File: config.mk
export PLATFORM = sky130hd
export DESIGN_NAME = writeback_unit
export DESIGN_NICKNAME = d
export VERILOG_FILES = /design/src/rtl/writeback_unit.sv
export SDC_FILE = /design/constraint.sdc
export NUM_CORES = 1
export LEC_CHECK = 0
export ABC_AREA = 1
export CAP_MARGIN = 25
export CORE_MARGIN = 10
export CORE_UTILIZATION = 40
export CTS_BUF_LIST = sky130_fd_sc_hd__clkbuf_4 sky130_fd_sc_hd__clkbuf_8 sky130_fd_sc_hd__clkbuf_16
export CTS_CLUSTER_SIZE = 12
export DETAILED_ROUTE_END_ITERATION = 10
export HOLD_SLACK_MARGIN = 0.05
export PLACE_DENSITY = 0.68
export SYNTH_ARGS = -nofsm -noshare
export SYNTH_HDL_FRONTEND = slang
export SYNTH_SLANG_ARGS = --single-unit
File: constraint.sdc
create_clock -name clk -period 2.8 [get_ports clk]
set_input_delay 0.56 -clock clk [delete_from_list [all_inputs] [get_ports clk]]
set_output_delay 0.56 -clock clk [all_outputs]
set_load 0.02 [all_outputs]
File: src/rtl/writeback_unit.sv
// writeback_unit: merges integer results and buffered load results onto one register-file write port.
// Define WRITEBACK_FORWARD_EN to drive the combinational forwarding bus; otherwise it is tied to zero.
module writeback_unit #(
  parameter int XLEN = 32,
  parameter int MEM_FIFO_DEPTH = 2
) (
  input  logic                              clk,
  input  logic                              rst,
  input  logic                              i_int_valid,
  input  logic [XLEN-1:0]                   i_int_res,
  input  logic [4:0]                        i_int_waddr,
  input  logic                              i_mem_valid,
  output logic                              o_mem_ready,
  input  logic [XLEN-1:0]                   i_mem_data,
  input  logic [4:0]                        i_mem_waddr,
  output logic [$clog2(MEM_FIFO_DEPTH):0]   o_mem_count,
  output logic                              o_rf_wen,
  output logic [4:0]                        o_rf_waddr,
  output logic [XLEN-1:0]                   o_rf_wdata,
  output logic                              o_fwd_valid,
  output logic [4:0]                        o_fwd_waddr,
  output logic [XLEN-1:0]                   o_fwd_data
);
  localparam int AW = $clog2(MEM_FIFO_DEPTH);
  localparam int CW = AW + 1;
  logic [XLEN-1:0] fifo_data_q [MEM_FIFO_DEPTH];
  logic [XLEN-1:0] fifo_data_d [MEM_FIFO_DEPTH];
  logic [4:0]      fifo_addr_q [MEM_FIFO_DEPTH];
  logic [4:0]      fifo_addr_d [MEM_FIFO_DEPTH];
  logic [AW-1:0]   wr_ptr_q, wr_ptr_d, rd_ptr_q, rd_ptr_d;
  logic [CW-1:0]   count_q, count_d;
  logic            rf_wen_q, rf_wen_d;
  logic [4:0]      rf_waddr_q, rf_waddr_d;
  logic [XLEN-1:0] rf_wdata_q, rf_wdata_d;
  logic            push, pop, sel_valid;
  logic [4:0]      sel_waddr;
  logic [XLEN-1:0] sel_data;
  assign o_mem_ready = !rst && (count_q != CW'(MEM_FIFO_DEPTH));
  assign o_mem_count = rst ? '0 : count_q;
  assign o_rf_wen    = rf_wen_q && !rst;
  assign o_rf_waddr  = rst ? '0 : rf_waddr_q;
  assign o_rf_wdata  = rst ? '0 : rf_wdata_q;
  always_comb begin
    push        = i_mem_valid && o_mem_ready;
    pop         = !i_int_valid && (count_q != '0);
    sel_valid   = i_int_valid || pop;
    sel_waddr   = i_int_valid ? i_int_waddr : pop ? fifo_addr_q[rd_ptr_q] : '0;
    sel_data    = i_int_valid ? i_int_res : pop ? fifo_data_q[rd_ptr_q] : '0;
    fifo_data_d = fifo_data_q;
    fifo_addr_d = fifo_addr_q;
    if (push) begin
      fifo_data_d[wr_ptr_q] = i_mem_data;
      fifo_addr_d[wr_ptr_q] = i_mem_waddr;
    end
    wr_ptr_d    = wr_ptr_q + AW'(push);
    rd_ptr_d    = rd_ptr_q + AW'(pop);
    count_d     = count_q + CW'(push) - CW'(pop);
    rf_wen_d    = sel_valid && (sel_waddr != '0);
    rf_waddr_d  = sel_valid ? sel_waddr : rf_waddr_q;
    rf_wdata_d  = sel_valid ? sel_data : rf_wdata_q;
  end
  always_ff @(posedge clk) begin
    if (rst) begin
      fifo_data_q <= '{default: '0};
      fifo_addr_q <= '{default: '0};
      wr_ptr_q    <= '0;
      rd_ptr_q    <= '0;
      count_q     <= '0;
      rf_wen_q    <= 1'b0;
      rf_waddr_q  <= '0;
      rf_wdata_q  <= '0;
    end else begin
      fifo_data_q <= fifo_data_d;
      fifo_addr_q <= fifo_addr_d;
      wr_ptr_q    <= wr_ptr_d;
      rd_ptr_q    <= rd_ptr_d;
      count_q     <= count_d;
      rf_wen_q    <= rf_wen_d;
      rf_waddr_q  <= rf_waddr_d;
      rf_wdata_q  <= rf_wdata_d;
    end
  end
`ifdef WRITEBACK_FORWARD_EN
  assign o_fwd_valid = !rst && sel_valid && (sel_waddr != '0);
  assign o_fwd_waddr = rst ? '0 : sel_waddr;
  assign o_fwd_data  = rst ? '0 : sel_data;
`else
  assign o_fwd_valid = 1'b0;
  assign o_fwd_waddr = '0;
  assign o_fwd_data  = '0;
`endif
`ifndef SYNTHESIS
  // An integer write overtaking a still-buffered load to the same register would be undone by the older load.
  logic waw_hit;
  always_comb begin
    waw_hit = 1'b0;
    for (int i = 0; i < MEM_FIFO_DEPTH; i++)
      if (CW'(i) < count_q && fifo_addr_q[rd_ptr_q + AW'(i)] == i_int_waddr) waw_hit = 1'b1;
  end
  waw_hazard: assert property (@(posedge clk) disable iff (rst)
    !(i_int_valid && i_int_waddr != '0 && waw_hit))
    else $error("writeback_unit: WAW hazard on x%0d", i_int_waddr);
`endif
endmodule

==> flow_metrics.env <==
export IMPL_coreArea_mm2=0.0133
export IMPL_r2r_start="count_q[0]"
export IMPL_antenna_found_initial=0
export IMPL_avgSynthCellArea_um2=7.43
export IMPL_drcViolationCount=0
export IMPL_cts_sink_count=116
export IMPL_synth_seq_cells=116
export IMPL_setup_viol=0
export IMPL_grt_max_degree=64
export IMPL_leakagePower_nw=3.15
export IMPL_dr_total_vias=4764
export IMPL_yosysWarnings=0
export IMPL_finalSetupTns_ns=0
export IMPL_holdPathStages=2
export IMPL_root_buffer="clkbuf_16"
export IMPL_critPathMaxStageDelay_ns=0.63
export IMPL_min_delay_start="fifo_addr_q[7]"
export IMPL_design_die_area_mm2=0.0188
export IMPL_netlist_top_cells_area="dfxtp_1, nor2_1, o21ai_0, o211ai_2, nand2_1"
export IMPL_synth_distinct_cells=27
export IMPL_r2r_cells=8
export IMPL_via_per_inst=4.63
export IMPL_drv_slew=0
export IMPL_grt_pass1_wl_mm=23.8
export IMPL_synthToLayoutAreaGrowth_pct=32.3
export IMPL_clk_pin_slew_ns=0.06
export IMPL_grt_usage_pct=15.7
export IMPL_seqCellArea_mm2=0.00232
export IMPL_layout_cells_non_filler=1030
export IMPL_wl_per_cell_um=14.5
export IMPL_fin_util_pct=54.3
export IMPL_nets=923
export IMPL_port_buffers=118
export IMPL_run_status="finished, final reports clean"
export IMPL_multi_input_area_mm2=0.00253
export IMPL_antenna_left=0
export IMPL_critPathCaptureType="primary output"
export IMPL_drive_gt1_share_pct=13.5
export IMPL_crit_path_cell_trace="inv_1 > a21oi_1 > clkdlybuf4s50_1"
export IMPL_cts_setup_buffers=0
export IMPL_min_path_type="flip-flop to flip-flop"
export IMPL_power_density_mw_per_mm2=786
export IMPL_vdd_drop_max_uv=426
export IMPL_critPathKind="flip-flop to primary output"
export IMPL_start_kind="flip-flop"
export IMPL_netlist_area_mm2=0.00548
export IMPL_slew_limit_headroom_pct=58.8
export IMPL_arrival_ns=1.72
export IMPL_cp_depth=3
export IMPL_yosysTopAreaCellShare_pct=42.4
export IMPL_die_w_um=137
export IMPL_required_ns=2.24
export IMPL_hold_ws_ns=0.451
export IMPL_fin_crit_ns=2.28
export IMPL_synthCells=737
export IMPL_drt_first_iter_violations=246
export IMPL_die_h_um=137
export IMPL_clock_latency_ns=0.41
export IMPL_core_rowCount=42
export IMPL_cts_buffer_depth=2
export IMPL_ys_seq_area_share_pct=42.4
export IMPL_dp_hpwl_mm=9.86
export IMPL_finClkSkew_ns=0.00758
export IMPL_crit_start="count_q[0]"
export IMPL_grt_overflow_total=0
export IMPL_period_share_pct=81.5
export IMPL_fill_cells=1280
export IMPL_cts_inserted_buffers=17
export IMPL_start_util_pct=41.0
export IMPL_cts_hold_buffers=0
export IMPL_grt_pass1_vias=4695
export IMPL_gp_congestion=0.784
export IMPL_cp_max_fo=4
export IMPL_ios=157
export IMPL_h_tree_depth=4
export IMPL_critPathTopFamily="buffers and inverters"
export IMPL_drtPass1Iterations=4
export IMPL_diodes=0
export IMPL_slowest_stage="clkdlybuf4s50_1"
export IMPL_cp_num_buf_inv=2
export IMPL_place_inst=998
export IMPL_worstMarginPinSlew_ns=0.618
export IMPL_max_freq_ghz=0.438
export IMPL_synth_top_area_cell="dfxtp_1"
export IMPL_routed_wl_mm=14.9
export IMPL_cts_resized=0
export IMPL_hold_viol=0
export IMPL_rsz0062_at_grt="no"
export IMPL_max_cap_violations=0
export IMPL_cts_tree="built"
## area by class of cell
type                            count  share of cell area [%]
Tap cell                          176                    3.04
Clock buffer                       20                    6.27
Timing Repair Buffer              134                    18.5
Inverter                           58                    3.01
Clock inverter                     12                    2.21
Multi-Input combinational cell    514                    34.9
Sequential cell                   116                    32.1
## sequential cells by signal, summed over array words and instances, names as in the netlist
signal       cells
rf_waddr_q       5
wr_ptr_q         1
rf_wen_q         1
rf_wdata_q      32
rd_ptr_q         1
fifo_addr_q     10
count_q          2
fifo_data_q     64
## worst register-to-register path, cell delays in order (launching register included)
cell and delay, ns:
dfxtp_1 0.43, inv_1 0.08, a21oi_1 0.16, nand2_1 0.14, inv_1 0.10, ha_1 0.18, buf_4 0.39, o21ai_0 0.21
nor2_1 0.11
## through the flow
stage / setup WS, ns / total power, mW / cell area, um2
global placement: 0.583 / 3.46 / 6630
detailed placement: 0.553 / 3.47 / 6630
CTS: 0.487 / 5.75 / 7240
global route: 0.422 / 5.99 / 7240
finish: 0.517 / 5.69 / 7240
floorplan: 0.637 / 3.11 / 5610
## kinds of logic after synthesis
family,share of synthesized area [%]
xor+xnor,0.160
other cells,0.0685
compound gates,18.9
flops,42.4
fa+ha+maj,0.914
buf+inv,14.0
simple gates,23.5
## synth_stat cells, drive strengths merged
master  number
nor2       192
dfxtp      116
nand2       91
o21ai       85
buf         58
inv         57
a31oi       31
o211ai      31
or2         31
clkbuf      28
a21oi        6
ha           4
a21boi       1
a22oi        1
clkinv       1
conb         1
nand3        1
nor3         1
xor2         1
## report_power, final
part	internal [mW]	switching [mW]	total, mW
combinational	0.571	0.878	1.45
clock	1.52	0.747	2.26
sequential	1.86	0.113	1.98
## routing by layer
metal | part of all wire, % | vias up | GRT usage (%)
met5 | 0 | - | 0
met4 | 1.0 | 0 | 4.86
met3 | 7.8 | 13 | 5.24
met2 | 46 | 141 | 25.8
met1 | 45 | 2127 | 19.0
li1 | - | 2483 | -
## cells in the final DEF, fill, tap and decap left out
cell type          n
o21ai_0           85
clkdlybuf4s50_1  116
buf_12             4
inv_2              3
nor3_4             1
nor2_2             1
conb_1            38
nand2_1           91
a21boi_1           1
o211ai_2          28
a31oi_1           31
nor2_4             1
inv_1             55
a21oi_1            6
clkbuf_16         17
buf_2              2
buf_4             12
dfxtp_1          116
bufinv_16          4
clkinv_2           8
o211ai_1           3
clkbuf_8           1
nor2_1           190
nand3_1            1
xor2_1             1
or2_2             31
clkbuf_4           2
a22oi_1            1
ha_1               4
## final timing paths
check                           slack [ns]             end
worst max register to register        0.93  fifo_addr_q[1]
worst min register to register        0.45  fifo_addr_q[7]
worst min-delay path                  0.45  fifo_addr_q[7]
worst max-delay path                  0.52     o_mem_ready
Power figures use the tool's default switching activity.
